===== src/rtl/ex_mem_stage_pkg.sv =====
// Shared constants for the EX/MEM stage: ALU op-codes, control-bundle bit positions,
// register-address width and the exception FSM state type.
package ex_mem_stage_pkg;

  localparam int REG_ADDR_W = 5;

  localparam logic [5:0] ALU_SLL  = 6'b000001;
  localparam logic [5:0] ALU_SRL  = 6'b000010;
  localparam logic [5:0] ALU_SRA  = 6'b000011;
  localparam logic [5:0] ALU_ADD  = 6'b100000;
  localparam logic [5:0] ALU_ADDU = 6'b100001;
  localparam logic [5:0] ALU_SUB  = 6'b100010;
  localparam logic [5:0] ALU_SUBU = 6'b100011;
  localparam logic [5:0] ALU_AND  = 6'b100100;
  localparam logic [5:0] ALU_OR   = 6'b100101;
  localparam logic [5:0] ALU_SLT  = 6'b100110;

  // Bit positions inside the registered control bundle; CTRL_BRANCH holds branch & zero.
  localparam int CTRL_REG_WRITE  = 0;
  localparam int CTRL_MEM_READ   = 1;
  localparam int CTRL_MEM_WRITE  = 2;
  localparam int CTRL_MEM_TO_REG = 3;
  localparam int CTRL_BRANCH     = 4;
  localparam int CTRL_W          = 5;

  typedef logic [CTRL_W-1:0] ctrl_t;

  typedef enum logic {
    EXC_IDLE    = 1'b0,
    EXC_PENDING = 1'b1
  } exc_state_t;

endpackage


===== src/rtl/ex_mem_stage_if.sv =====
// EX -> MEM pipeline bus: EX-side operands and controls in, registered MEM-side copies out.
interface ex_mem_stage_if #(
  parameter int N          = 32,
  parameter int REG_ADDR_W = ex_mem_stage_pkg::REG_ADDR_W
);
  logic                  in_valid;
  logic [N-1:0]          alu_result;
  logic                  alu_zero;
  logic                  alu_overflow;
  logic                  ovf_trap_en;
  logic [N-1:0]          pc;
  logic [N-1:0]          store_data;
  logic [REG_ADDR_W-1:0] rd_addr;
  logic                  reg_write;
  logic                  mem_read;
  logic                  mem_write;
  logic                  mem_to_reg;
  logic                  branch;

  logic                  out_valid;
  logic [N-1:0]          out_result;
  logic                  out_zero;
  logic [N-1:0]          out_store_data;
  logic [REG_ADDR_W-1:0] out_rd;
  logic                  out_reg_write;
  logic                  out_mem_read;
  logic                  out_mem_write;
  logic                  out_mem_to_reg;
  logic                  out_branch_taken;

  modport master (
    output in_valid, alu_result, alu_zero, alu_overflow, ovf_trap_en, pc, store_data,
           rd_addr, reg_write, mem_read, mem_write, mem_to_reg, branch,
    input  out_valid, out_result, out_zero, out_store_data, out_rd, out_reg_write,
           out_mem_read, out_mem_write, out_mem_to_reg, out_branch_taken
  );

  modport slave (
    input  in_valid, alu_result, alu_zero, alu_overflow, ovf_trap_en, pc, store_data,
           rd_addr, reg_write, mem_read, mem_write, mem_to_reg, branch,
    output out_valid, out_result, out_zero, out_store_data, out_rd, out_reg_write,
           out_mem_read, out_mem_write, out_mem_to_reg, out_branch_taken
  );
endinterface


===== src/rtl/ex_exc_capture.sv =====
// Sticky overflow-exception tracker: IDLE/PENDING FSM plus the faulting PC (exc_epc).
// Not subject to the pipeline stall so the handler's acknowledge is never lost.
module ex_exc_capture #(
  parameter int N = 32
) (
  input  logic         clk,
  input  logic         rst_n,
  input  logic         kill,
  input  logic         exc_ack,
  input  logic [N-1:0] pc,
  output logic         exc_pending,
  output logic [N-1:0] exc_epc
);
  import ex_mem_stage_pkg::*;

  exc_state_t   state_q, state_d;
  logic         epc_load;
  logic [N-1:0] epc_q;

  // NOTE: sequential state uses non-blocking assignments so every flop samples pre-edge values.
  always_ff @(posedge clk or negedge rst_n) begin
    if (!rst_n) state_q <= EXC_IDLE;
    else        state_q <= state_d;
  end

  // NOTE: defaults first, so every path assigns every output and no latch is inferred.
  always_comb begin
    state_d  = state_q;
    epc_load = 1'b0;
    case (state_q)
      EXC_IDLE: begin
        if (kill) begin
          state_d  = EXC_PENDING;
          epc_load = 1'b1;
        end
      end
      EXC_PENDING: begin
        // A new fault racing the ack wins: stay pending and record the newer PC.
        if (kill)         epc_load = exc_ack;
        else if (exc_ack) state_d  = EXC_IDLE;
      end
    endcase
  end

  always_ff @(posedge clk or negedge rst_n) begin
    if (!rst_n)        epc_q <= '0;
    else if (epc_load) epc_q <= pc;
  end

  assign exc_pending = (state_q == EXC_PENDING);
  assign exc_epc     = epc_q;

endmodule


===== src/rtl/ex_mem_stage.sv =====
// EX/MEM pipeline register: captures ALU result/flags and the control bundle, with
// flush > stall > load priority, overflow kill, and a retired-instruction counter.
module ex_mem_stage #(
  parameter int N          = 32,
  parameter int REG_ADDR_W = ex_mem_stage_pkg::REG_ADDR_W
) (
  input  logic          clk,
  input  logic          rst_n,
  input  logic          stall,
  input  logic          flush,
  input  logic          exc_ack,
  ex_mem_stage_if.slave bus,
  output logic          exc_pending,
  output logic [N-1:0]  exc_epc,
  output logic [N-1:0]  insn_count
);
  import ex_mem_stage_pkg::*;

  logic                  load;
  logic                  kill;
  logic                  faulting;
  ctrl_t                 ctrl_in;
  ctrl_t                 ctrl_q;
  logic                  valid_q;
  logic [N-1:0]          result_q;
  logic                  zero_q;
  logic [N-1:0]          store_q;
  logic [REG_ADDR_W-1:0] rd_q;
  logic [N-1:0]          count_q;

  assign load     = !flush && !stall;
  assign faulting = bus.ovf_trap_en && bus.alu_overflow;
  assign kill     = load && bus.in_valid && faulting;

  // Bubbles and trapping instructions enter MEM with every control cleared.
  always_comb begin
    ctrl_in = '0;
    if (bus.in_valid && !faulting) begin
      ctrl_in[CTRL_REG_WRITE]  = bus.reg_write;
      ctrl_in[CTRL_MEM_READ]   = bus.mem_read;
      ctrl_in[CTRL_MEM_WRITE]  = bus.mem_write;
      ctrl_in[CTRL_MEM_TO_REG] = bus.mem_to_reg;
      ctrl_in[CTRL_BRANCH]     = bus.branch && bus.alu_zero;
    end
  end

  always_ff @(posedge clk or negedge rst_n) begin
    if (!rst_n) begin
      valid_q  <= 1'b0;
      ctrl_q   <= '0;
      result_q <= '0;
      zero_q   <= 1'b0;
      store_q  <= '0;
      rd_q     <= '0;
      count_q  <= '0;
    end else if (flush) begin
      // Flush squashes only validity and controls; data stays for debug visibility.
      valid_q <= 1'b0;
      ctrl_q  <= '0;
    end else if (!stall) begin
      valid_q  <= bus.in_valid && !kill;
      ctrl_q   <= ctrl_in;
      result_q <= bus.alu_result;
      zero_q   <= bus.alu_zero;
      store_q  <= bus.store_data;
      rd_q     <= bus.rd_addr;
      if (bus.in_valid && !kill) count_q <= count_q + N'(1);
    end
  end

  ex_exc_capture #(.N(N)) u_exc_capture (
    .clk         (clk),
    .rst_n       (rst_n),
    .kill        (kill),
    .exc_ack     (exc_ack),
    .pc          (bus.pc),
    .exc_pending (exc_pending),
    .exc_epc     (exc_epc)
  );

  assign bus.out_valid        = valid_q;
  assign bus.out_result       = result_q;
  assign bus.out_zero         = zero_q;
  assign bus.out_store_data   = store_q;
  assign bus.out_rd           = rd_q;
  assign bus.out_reg_write    = ctrl_q[CTRL_REG_WRITE];
  assign bus.out_mem_read     = ctrl_q[CTRL_MEM_READ];
  assign bus.out_mem_write    = ctrl_q[CTRL_MEM_WRITE];
  assign bus.out_mem_to_reg   = ctrl_q[CTRL_MEM_TO_REG];
  assign bus.out_branch_taken = ctrl_q[CTRL_BRANCH];
  assign insn_count           = count_q;

endmodule


===== src/flat_wrapper.sv =====
// flat-port wrapper written by rule: the top's interface ports become plain ports
module ex_mem_stage_flat import ex_mem_stage_pkg::*;
#(
  parameter int N          = 32,
  parameter int REG_ADDR_W = ex_mem_stage_pkg::REG_ADDR_W
)
  (clk, rst_n, stall, flush, exc_ack, exc_pending, exc_epc, insn_count, bus_in_valid, bus_alu_result, bus_alu_zero, bus_alu_overflow, bus_ovf_trap_en, bus_pc, bus_store_data, bus_rd_addr, bus_reg_write, bus_mem_read, bus_mem_write, bus_mem_to_reg, bus_branch, bus_out_valid, bus_out_result, bus_out_zero, bus_out_store_data, bus_out_rd, bus_out_reg_write, bus_out_mem_read, bus_out_mem_write, bus_out_mem_to_reg, bus_out_branch_taken);
  ex_mem_stage_if #(.N(N), .REG_ADDR_W(REG_ADDR_W)) bus_i ();
  input  logic clk;
  input  logic rst_n;
  input  logic stall;
  input  logic flush;
  input  logic exc_ack;
  output logic exc_pending;
  output logic [N-1:0] exc_epc;
  output logic [N-1:0] insn_count;
  input wire logic [$bits(bus_i.in_valid)-1:0] bus_in_valid;
  input wire logic [$bits(bus_i.alu_result)-1:0] bus_alu_result;
  input wire logic [$bits(bus_i.alu_zero)-1:0] bus_alu_zero;
  input wire logic [$bits(bus_i.alu_overflow)-1:0] bus_alu_overflow;
  input wire logic [$bits(bus_i.ovf_trap_en)-1:0] bus_ovf_trap_en;
  input wire logic [$bits(bus_i.pc)-1:0] bus_pc;
  input wire logic [$bits(bus_i.store_data)-1:0] bus_store_data;
  input wire logic [$bits(bus_i.rd_addr)-1:0] bus_rd_addr;
  input wire logic [$bits(bus_i.reg_write)-1:0] bus_reg_write;
  input wire logic [$bits(bus_i.mem_read)-1:0] bus_mem_read;
  input wire logic [$bits(bus_i.mem_write)-1:0] bus_mem_write;
  input wire logic [$bits(bus_i.mem_to_reg)-1:0] bus_mem_to_reg;
  input wire logic [$bits(bus_i.branch)-1:0] bus_branch;
  output wire logic [$bits(bus_i.out_valid)-1:0] bus_out_valid;
  output wire logic [$bits(bus_i.out_result)-1:0] bus_out_result;
  output wire logic [$bits(bus_i.out_zero)-1:0] bus_out_zero;
  output wire logic [$bits(bus_i.out_store_data)-1:0] bus_out_store_data;
  output wire logic [$bits(bus_i.out_rd)-1:0] bus_out_rd;
  output wire logic [$bits(bus_i.out_reg_write)-1:0] bus_out_reg_write;
  output wire logic [$bits(bus_i.out_mem_read)-1:0] bus_out_mem_read;
  output wire logic [$bits(bus_i.out_mem_write)-1:0] bus_out_mem_write;
  output wire logic [$bits(bus_i.out_mem_to_reg)-1:0] bus_out_mem_to_reg;
  output wire logic [$bits(bus_i.out_branch_taken)-1:0] bus_out_branch_taken;
  assign bus_i.in_valid = bus_in_valid;
  assign bus_i.alu_result = bus_alu_result;
  assign bus_i.alu_zero = bus_alu_zero;
  assign bus_i.alu_overflow = bus_alu_overflow;
  assign bus_i.ovf_trap_en = bus_ovf_trap_en;
  assign bus_i.pc = bus_pc;
  assign bus_i.store_data = bus_store_data;
  assign bus_i.rd_addr = bus_rd_addr;
  assign bus_i.reg_write = bus_reg_write;
  assign bus_i.mem_read = bus_mem_read;
  assign bus_i.mem_write = bus_mem_write;
  assign bus_i.mem_to_reg = bus_mem_to_reg;
  assign bus_i.branch = bus_branch;
  assign bus_out_valid = bus_i.out_valid;
  assign bus_out_result = bus_i.out_result;
  assign bus_out_zero = bus_i.out_zero;
  assign bus_out_store_data = bus_i.out_store_data;
  assign bus_out_rd = bus_i.out_rd;
  assign bus_out_reg_write = bus_i.out_reg_write;
  assign bus_out_mem_read = bus_i.out_mem_read;
  assign bus_out_mem_write = bus_i.out_mem_write;
  assign bus_out_mem_to_reg = bus_i.out_mem_to_reg;
  assign bus_out_branch_taken = bus_i.out_branch_taken;
  ex_mem_stage #(.N(N), .REG_ADDR_W(REG_ADDR_W)) u_core (.clk(clk), .rst_n(rst_n), .stall(stall), .flush(flush), .exc_ack(exc_ack), .bus(bus_i), .exc_pending(exc_pending), .exc_epc(exc_epc), .insn_count(insn_count));
endmodule

===== config.mk =====
export PLATFORM = sky130hd
export DESIGN_NAME = ex_mem_stage_flat
export DESIGN_NICKNAME = d
export VERILOG_FILES = /design/src/rtl/ex_mem_stage_pkg.sv /design/src/rtl/ex_mem_stage_if.sv /design/src/rtl/ex_exc_capture.sv /design/src/rtl/ex_mem_stage.sv /design/src/flat_wrapper.sv
export SDC_FILE = /design/constraint.sdc
export NUM_CORES = 1
export LEC_CHECK = 0
export CORE_MARGIN = 3
export CORE_UTILIZATION = 43
export CTS_BUF_LIST = sky130_fd_sc_hd__clkbuf_2 sky130_fd_sc_hd__clkbuf_4 sky130_fd_sc_hd__clkbuf_8
export CTS_CLUSTER_DIAMETER = 40
export DETAILED_ROUTE_END_ITERATION = 8
export PLACE_DENSITY = 0.83
export SYNTH_ARGS = -nofsm -noshare
export SYNTH_HDL_FRONTEND = slang
export SYNTH_SLANG_ARGS = --single-unit

===== constraint.sdc =====
create_clock -name clk -period 2 [get_ports clk]
set_input_delay 0.3 -clock clk [delete_from_list [all_inputs] [get_ports clk]]
set_output_delay 0.3 -clock clk [all_outputs]
set_load 0.02 [all_outputs]

==> run summary, run 1 <==
Hold Crit Class = input port to asynchronous set/reset pin
Startpoint Class = input port
grt ovf = 0
pwr/cell area = 930.2 mW/mm²
R2R Path End = u_core.insn_count[19]
Detailed Route Iter0 Violations = 206
arrival time of the worst setup path = 2.30 ns
vias per cell = 4.934
status = complete, no violations
Layout Utilization = 0.7278
Clock Latency Late Sink = 0.44 ns
Sink Count = 141
# IOs = 256
Leak = 3.806 nW
period utilization = 0.9691
Reg2Reg Setup Slack = 0.11 ns
first-pass GRT wire length = 24270 µm
RSZ-0062 raised after global routing = no
Peak supply drop = 0.7326 mV
Post-layout nets = 774
antenna cells = 0
Final ANT Viol Nets = 0
Unique masters post-synth = 33
crit end category = register
Clock Tree Root = clkbuf_8
Tmin final = 1.938 ns
mapped cell area = 0.005564 mm²
Synth Instances = 375
Die W = 119.8 µm
layout cells sized above 1 = 0.2548
Final Max Slew Viols = 0
Rows = 40
max_slew headroom = 0.6510
yosys warns = 0
maximum fanout along the worst path = 5
CP Class = input port to register
area post-placement = 0.008501 mm²
Initial Util = 0.4519
total CTS buffers = 17
Post-DP HPWL = 11650 µm
GRT Util Overall = 0.2188
initial antenna violation count = 0
vias in the first global route = 4653
Mapped Nets = 491
IO Port Bufs = 255
CTS tree = yes
CTS HTree Levels = 4
CP required = 2.36 ns
CTS clk-pin slew, worst paths = 0.08 ns
final instance area = 0.008961 mm²
CTS max path bufs = 2
DRT Wirelength = 15190 µm
post-synthesis register bit count = 141
total power draw = 8.335 mW
syn_area_per_cell = 14.84 µm²
die area = 0.01434 mm²
post-synthesis sequential area ratio = 0.6341
Worst Max-Slew Pin Slew = 0.5236 ns
die height = 119.8 µm
DRC Markers = 0
DRT Pass-1 Iters = 4
vias post-DR = 4140
endpoints failing hold = 0
max frequency = 0.5160 GHz
# resized after CTS = 0
Setup Skew = 0.006329 ns
max-cap check violation count = 0
GP Congestion = 0.7959
TNS Setup = 0 ns
routed len/inst = 18.10 µm
Crit Reg-Reg Startpoint = u_core.insn_count[0]
final setup fails = 0
area delta synth->final = 61.05%
pin count of the biggest net entering global routing = 57
worst reg2reg path depth = 4
Core Region = 0.01231 mm²
-- Yosys cell counts (all sizes together) --
| master | instances | share of area |
|---|---|---|
| or3 | 1 | 0.0011 |
| a21oi | 1 | 0.00090 |
| nand4b | 2 | 0.0031 |
| or2 | 1 | 0.0011 |
| nor2 | 10 | 0.0067 |
| a22o | 4 | 0.0063 |
| buf | 6 | 0.0076 |
| or4 | 2 | 0.0034 |
| a21o | 1 | 0.0013 |
| nor4bb | 1 | 0.0018 |
| dfrtp | 141 | 0.63 |
| clkbuf | 8 | 0.0054 |
| inv | 8 | 0.0054 |
| nand3 | 10 | 0.0090 |
| nand2 | 12 | 0.0081 |
| xor2 | 16 | 0.025 |
| and3 | 2 | 0.0022 |
| nor2b | 1 | 0.0011 |
| a32o | 1 | 0.0018 |
| o21ai | 1 | 0.00090 |
| mux2 | 103 | 0.21 |
| and4 | 1 | 0.0016 |
| nand4 | 11 | 0.012 |
| ha | 1 | 0.0022 |
| nor3 | 10 | 0.017 |
| nor4 | 4 | 0.0067 |
| xnor2 | 15 | 0.024 |
| a211o | 1 | 0.0016 |
-- metrics by stage --
stage          cells  hold WS (ns)  setup WS, ns
3_5_place_dp     806        0.2895       -0.3573
5_1_grt          839        0.3959       0.01737
4_1_cts          839        0.3803       0.07224
6_report         839        0.3749       0.06183
2_1_floorplan    375      0.004409        0.2002
3_3_place_gp     806        0.2857       -0.2780
-- critical path, stage by stage --
cell	delay (ns)
clkdlybuf4s50_1	0.48
a211o_1	0.34
or4_4	0.60
nor4_2	0.37
xor2_1	0.20
-- state kept, by name (all words and copies together), names as in the netlist --
signal,flops
u_core.bus.out_store_data,32
u_core.u_exc_capture.exc_epc,32
u_core.bus.out_valid,1
u_core.bus.out_zero,1
u_core.u_exc_capture.exc_pending,1
u_core.insn_count,32
u_core.bus.out_result,32
u_core.bus.out_rd,5
u_core.ctrl_q,5
-- area by class of cell --
class	count	area [µm²]
fillers	854	3351
flip-flops and latches	141	3528
multi-input cells	212	1951
clock buffers	19	261.5
repair buffers	278	2791
inverters	8	30.03
clock inverters	13	188.9
well taps	168	210.2
-- placed cells by master, fill, tap and decap left out, types with 2 or more instances in the layout --
master           instances
clkinv_4                 4
nor2_1                   9
xor2_1                  16
mux2_2                 103
nand4b_1                 2
nand4_1                 11
nor3_4                   2
a22o_1                   4
buf_12                   5
nor3_2                   4
dfrtp_1                141
nand3_1                 10
nor3_1                   4
nand2_1                 12
inv_1                    8
and3_1                   2
clkinv_2                 2
buf_4                   17
xnor2_1                 15
nor4_2                   3
clkdlybuf4s50_1        254
clkbuf_8                19
clkinvlp_4               2
bufinv_16                4
-- worst max-delay path by stage --
| stage | from | to |
|---|---|---|
| global placement | stall | u_core.insn_count[17] |
| floorplan | bus_ovf_trap_en | u_core.insn_count[31] |
| CTS | stall | u_core.insn_count[19] |
| finish | stall | u_core.insn_count[19] |
| global route | u_core.insn_count[0] | u_core.insn_count[19] |
| detailed placement | stall | u_core.insn_count[19] |
-- report_power, final --
| part | total [mW] | internal, mW | switching, mW |
|---|---|---|---|
| logic | 2.29 | 1.25 | 1.04 |
| registers | 3.53 | 3.27 | 0.259 |
| clock network | 2.52 | 1.43 | 1.09 |
| total | 8.34 | 5.95 | 2.39 |
-- kinds of logic (layout without fill, tap and decap cells) --
| group | Yosys count | after routing | synth area share |
|---|---|---|---|
| XOR/XNOR | 31 | 31 | 0.04880 |
| flip-flops | 141 | 141 | 0.6341 |
| AO/OA/AOI/OAI | 9 | 9 | 0.01282 |
| buffers and inverters | 22 | 318 | 0.01844 |
| multiplexers | 103 | 103 | 0.2085 |
| adder cells (fa/ha/maj) | 1 | 1 | 0.002248 |
| AND/OR/NAND/NOR | 68 | 68 | 0.07511 |
-- routing by layer --
layer / vias to the layer above / wire [µm] / GRT usage
li1: 1892 / - / -
met1: 2060 / 5423 / 0.2338
met2: 168 / 7920 / 0.3768
met3: 20 / 1534 / 0.1051
met4: 0 / 308 / 0.07946
met5: - / 0 / 0
-- what timing repair did --
item,4_1_cts,5_1_grt
endpoints found under the hold margin,53,0
buffers inserted,0,0
hold buffers,1,0
No activity file was read; power rests on OpenSTA's default activity.
==> run 2: changes to the inputs <==
CORE_UTILIZATION = 35   (was 43)
PLACE_DENSITY = 0.7   (was 0.83)
==> run 2 against run 1 <==
Clock skew is 0.0027 ns higher; flip-flop and latch count is the same; count of clock-buffer cells in the layout is 2 higher; combinational power is essentially flat; clock power is 21% higher; via count increased by 0.80%; largest cell class unchanged; worst setup slack improved by 0.059 ns; routed wire length about the same; non-clock buffer count did not move; cell count grew 5.0%.
==> run summary, run 2 (synthesis results as in run 1) <==
status = complete, no violations
Sink Count = 141 (unchanged)
Rows = 45 (+13%)
# IOs = 256 (unchanged)
max frequency = 0.5323 GHz (+3.2%)
Peak supply drop = 0.4467 mV (-39%)
final setup fails = 0 (unchanged)
Hold Crit Class = input port to asynchronous set/reset pin
commonest non-fill, non-tap cell in the layout = clkdlybuf4s50_1
worst-path cell chain = clkdlybuf4s50_1
initial antenna violation count = 0 (unchanged)
Post-CTS Setup Bufs = 0 (unchanged)
Setup Skew = 0.009010 ns (+0.002681 ns)
Die W = 132.1 µm (+10%)
met2 GRT Util = 0.3176 (-0.05921)
CTS max path bufs = 2 (unchanged)
max-cap check violation count = 0 (unchanged)
pwr/cell area = 970.3 mW/mm² (+4.3%)
Post-DP HPWL = 11520 µm (-1.1%)
sw frac = 0.2648 (-0.02146)
most frequent cells in the layout = clkdlybuf4s50_1, dfrtp_1, mux2_2, clkbuf_8, xor2_1
vias post-DR = 4173 (+0.80%)
Leak = 3.865 nW (+1.5%)
Startpoint Class = register
Place WS = -0.3145 ns (+0.04282 ns)
post-route setup slack = 0.1213 ns (+0.05946 ns)
Psw = 2.350 mW (-1.5%)
GRT busiest layer = met2
CP Class = register to output pin
DRC Markers = 0 (unchanged)
antenna cells = 0 (unchanged)
crit end category = output pin
max_slew headroom = 0.6357 (-0.01523)
Reg power frac = 0.398 (-0.025)
GP Congestion = 0.7616 (-4.3%)
area delta synth->final = 64.40%
first-pass GRT wire length = 24910 µm (+2.6%)
IO Port Bufs = 255 (unchanged)
hold slack = 0.3004 ns (-0.07449 ns)
Clock Tree Root = clkbuf_8
Setup crit start = u_core.insn_count[20]
pin count of the biggest net entering global routing = 62 (+8.8%)
Crit Reg-Reg Startpoint = u_core.insn_count[9]
Post-layout nets = 774 (unchanged)
CTS tree = yes
RSZ-0062 raised after global routing = no
grt ovf = 0 (unchanged)
die area = 0.01745 mm² (+22%)
Final ANT Viol Nets = 0 (unchanged)
CTS clk-pin slew, worst paths = 0.08 ns (about the same)
cell-internal power = 6.526 mW (+9.7%)
routed len/inst = 17.25 µm (-4.7%)
CTS HTree Levels = 4 (unchanged)
combinational share of power = 0.258 (-0.017)
CP peak stage delay = 0.66 ns (+0.06 ns)
vias in the first global route = 4715 (+1.3%)
Clock Latency Late Sink = 0.44 ns (about the same)
DRT Wirelength = 15200 µm (about the same)
Core Region = 0.01537 mm² (+25%)
layout cells sized above 1 = 0.2537 (-0.001112)
vias per cell = 4.737 (-4.0%)
die height = 132.1 µm (+10%)
CP required = 1.70 ns (-0.66 ns)
Worst Path Buf+Inv = 1 (unchanged)
met3 Use GR = 0.07595 (-0.02914)
Worst Max-Slew Pin Slew = 0.5453 ns (+0.02173 ns)
clock network fraction of design power = 0.345 (+0.043)
maximum fanout along the worst path = 6 (+1)
Final Max Slew Viols = 0 (unchanged)
endpoints failing hold = 0 (unchanged)
Slowest cell on crit path = clkdlybuf4s50_1
arrival time of the worst setup path = 1.58 ns (-0.72 ns)
GRT Util Overall = 0.1799 (-0.03885)
GRT met1 Usage = 0.1918 (-0.04202)
total CTS buffers = 17 (unchanged)
Initial Util = 0.3620 (-0.08994)
delay-heaviest family, CP = buffers and inverters
DRT Pass-1 Iters = 4 (unchanged)
Reg2Reg Setup Slack = 0.18 ns (+0.07 ns)
Tmin final = 1.879 ns (-0.05946 ns)
Detailed Route Iter0 Violations = 147 (-29%)
period utilization = 0.9394 (-0.02973)
==> run 2: power groups by stage <==
stage	clock [mW]	combinational, mW	sequential [mW]
floorplan	0	0.452	4.08
global placement	0	2.27	3.56
detailed placement	0	2.31	3.59
CTS	3.14	2.32	3.54
global route	3.25	2.42	3.59
finish	3.06	2.29	3.53
==> run 2: final cells by class <==
class,count,area (µm²)
Clock buffer,21,289.0
Fill cell,1228,6223
Multi-Input combinational cell,212,1951
Tap cell,211,264.0
Sequential cell,141,3528
Timing Repair Buffer,278,2829
Clock inverter,10,256.5
Inverter,8,30.03
==> run 2: path summary, 6_finish.rpt <==
kind	to	depth (start not counted)
worst max-delay path	insn_count[20]	1
worst min-delay path	u_core.insn_count[20]	2
worst max register to register	u_core.insn_count[31]	4
worst min register to register	u_core.insn_count[31]	1
max in group asynchronous	u_core.bus.out_store_data[15]	3
min in group clk	u_core.u_exc_capture.exc_pending	2
==> run 2: through the flow <==
step                      instance area (µm²)  power (mW)  TNS [ns]    util  cells
after floorplan                          5564       4.533         0       -    375
after global placement                   8592       5.833    -5.218  0.5590    849
after detailed placement                 8592       5.903    -5.791  0.5590    849
after CTS                                9148       9.003         0  0.5951    881
after global routing                     9148       9.263         0  0.5951    881
final                                    9148       8.876         0  0.5951    881
==> run 2: timing repair <==
item,CTS,global route
hold buffers,1,0
resized for setup,0,0
endpoints found under the hold margin,30,0
==> run 2: layer usage <==
metal / part of all wire / wire [µm]
met1: 0.37 / 5614
met2: 0.52 / 7906
met3: 0.090 / 1365
met4: 0.021 / 315
met5: 0 / 0
==> run 3: changes to the inputs <==
==> constraint.sdc (replaced) <==
create_clock -name clk -period 2 [get_ports clk]
set_input_delay 0.3 -clock clk [delete_from_list [all_inputs] [get_ports clk]]
set_output_delay 0.3 -clock clk [all_outputs]
set_load 0.05 [all_outputs]
==> run 3 against run 2 <==
Non-clock buffer count shrank 1; maximum frequency is 2.5% lower; core utilization down 1.5 points; routed wire length is 1.8% lower; largest power group unchanged; worst setup slack worse by 0.047 ns; largest cell class unchanged; cell count is 0.11% lower.
==> run summary, run 3 (synthesis results as in run 1) <==
Detailed Route Iter0 Violations = 145 (-1.4%)
total CTS buffers = 17 (unchanged)
Reg2Reg Setup Slack = 0.19 ns (about the same)
Post-CTS Setup Bufs = 0 (unchanged)
crit end category = output pin
DRT Pass-1 Iters = 4 (unchanged)
IO Port Bufs = 255 (unchanged)
CP Class = register to output pin
CP peak stage delay = 0.84 ns (+0.18 ns)
max-cap check violation count = 0 (unchanged)
Core Region = 0.01537 mm² (unchanged)
area delta synth->final = 60.36%
CTS HTree Levels = 4 (unchanged)
Post-layout nets = 773 (-0.13%)
Final Max Slew Viols = 0 (unchanged)
GRT Util Overall = 0.1749 (-0.005001)
max_slew headroom = 0.6340 (-0.001746)
delay-heaviest family, CP = buffers and inverters
GP Congestion = 0.7872 (+3.4%)
Final ANT Viol Nets = 0 (unchanged)
Clock Tree Root = clkbuf_8
die area = 0.01745 mm² (unchanged)
pwr/cell area = 994.5 mW/mm² (+2.5%)
vias post-DR = 4137 (-0.86%)
Worst Path Buf+Inv = 1 (unchanged)
TNS Setup = 0 ns (unchanged)
vias per cell = 4.701 (-0.75%)
first-pass GRT wire length = 24260 µm (-2.6%)
initial antenna violation count = 0 (unchanged)
CP required = 1.70 ns (about the same)
antenna cells = 0 (unchanged)
pin count of the biggest net entering global routing = 54 (-13%)
Worst Max-Slew Pin Slew = 0.5473 ns (+0.002026 ns)
CTS tree = yes
vias in the first global route = 4648 (-1.4%)
RSZ-0062 raised after global routing = no
Post-DP HPWL = 11500 µm (-0.18%)
DRT Wirelength = 14920 µm (-1.8%)
Clock Latency Late Sink = 0.44 ns (about the same)
CTS clk-pin slew, worst paths = 0.07 ns (about the same)
Tmin final = 1.926 ns (+0.04720 ns)
commonest non-fill, non-tap cell in the layout = clkdlybuf4s50_1
Slowest cell on crit path = clkdlybuf4s50_1
layout cells sized above 1 = 0.2661 (+0.01234)
Sink Count = 141 (unchanged)
worst-path cell chain = clkdlybuf4s50_1
most frequent cells in the layout = clkdlybuf4s50_1, dfrtp_1, mux2_2, dlygate4sd2_1, buf_4
die height = 132.1 µm (unchanged)
Startpoint Class = register
maximum fanout along the worst path = 2 (-4)
max frequency = 0.5192 GHz (-2.5%)
# IOs = 256 (unchanged)
Peak supply drop = 0.5290 mV (+18%)
routed len/inst = 16.95 µm (-1.7%)
Hold Crit Class = input port to asynchronous set/reset pin
Leak = 4.105 nW (+6.2%)
Rows = 45 (unchanged)
Setup Skew = 0.008822 ns (-0.0001877 ns)
status = complete, no violations
period utilization = 0.9630 (+0.02360)
CTS max path bufs = 2 (unchanged)
arrival time of the worst setup path = 1.63 ns (+0.05 ns)
Initial Util = 0.3620 (unchanged)
hold slack = 0.3930 ns (+0.09261 ns)
DRC Markers = 0 (unchanged)
endpoints failing hold = 0 (unchanged)
grt ovf = 0 (unchanged)
final setup fails = 0 (unchanged)
Die W = 132.1 µm (unchanged)
run 3: cell types whose count changed in the layout (fill, tap and decap cells not counted), sizes merged:
| cell | previous run | this run |
|---|---|---|
| dlymetal6s2s | 0 | 20 |
| clkdlybuf4s50 | 254 | 204 |
| clkinv | 1 | 4 |
| buf | 23 | 26 |
| clkinvlp | 1 | 2 |
| clkbuf | 21 | 24 |
| dlygate4sd2 | 0 | 26 |
| bufinv | 8 | 1 |
run 3: final timing paths:
kind | endpoint | depth (start not counted) | startpoint
max | bus_out_result[0] | 1 | u_core.bus.out_result[0]
min | u_core.u_exc_capture.exc_epc[21] | 2 | rst_n
max reg2reg | u_core.insn_count[31] | 4 | u_core.insn_count[9]
min reg2reg | u_core.insn_count[31] | 1 | u_core.insn_count[31]
max in group asynchronous | u_core.bus.out_result[17] | 3 | rst_n
min in group clk | u_core.ctrl_q[2] | 2 | bus_mem_write
run 3: per-stage QoR:
step / area, µm² / setup WS, ns / cells / power (mW) / util
after global routing: 8922 / 0.0003901 / 880 / 9.269 / 0.5805
after global placement: 8531 / -0.2525 / 848 / 6.818 / 0.5550
after detailed placement: 8531 / -0.2683 / 848 / 6.873 / 0.5550
after floorplan: 5570 / -0.006330 / 375 / 5.507 / -
final: 8922 / 0.07409 / 880 / 8.873 / 0.5805
after CTS: 8872 / 0.001981 / 880 / 8.992 / 0.5772
run 3: area by class of cell:
cell class | instances | area (µm²)
fillers | 1262 | 6449
flip-flops and latches | 141 | 3535
repair buffers | 277 | 2779
multi-input cells | 212 | 1951
clock buffers | 24 | 299.0
well taps | 211 | 264.0
clock inverters | 7 | 65.06
inverters | 8 | 30.03
run 3: per-layer routing:
metal | GRT usage | routed length [µm]
met1 | 0.1900 | 5593
met2 | 0.2953 | 7558
met3 | 0.08855 | 1532
met4 | 0.06184 | 235
met5 | 0 | 0
run 3: timing repair:
| action | 4_1_cts | 5_1_grt |
|---|---|---|
| endpoints found under the setup margin | 26 | 20 |
| hold buffers | 1 | 0 |
| gates resized for setup | 26 | 20 |
| endpoints found under the hold margin | 49 | 0 |
run 3: where the power goes:
part | internal (mW) | switching (mW) | total [mW]
Sequential | 3.27 | 0.252 | 3.53
Clock | 1.10 | 1.03 | 2.13
Combinational | 1.20 | 2.02 | 3.22
run 3: worst reg2reg max path, stage by stage, from the launching register on:
cell and delay, ns:
dfrtp_1 0.44, nand3_1 0.21, or4_1 0.72, nor3_4 0.22, xor2_1 0.15
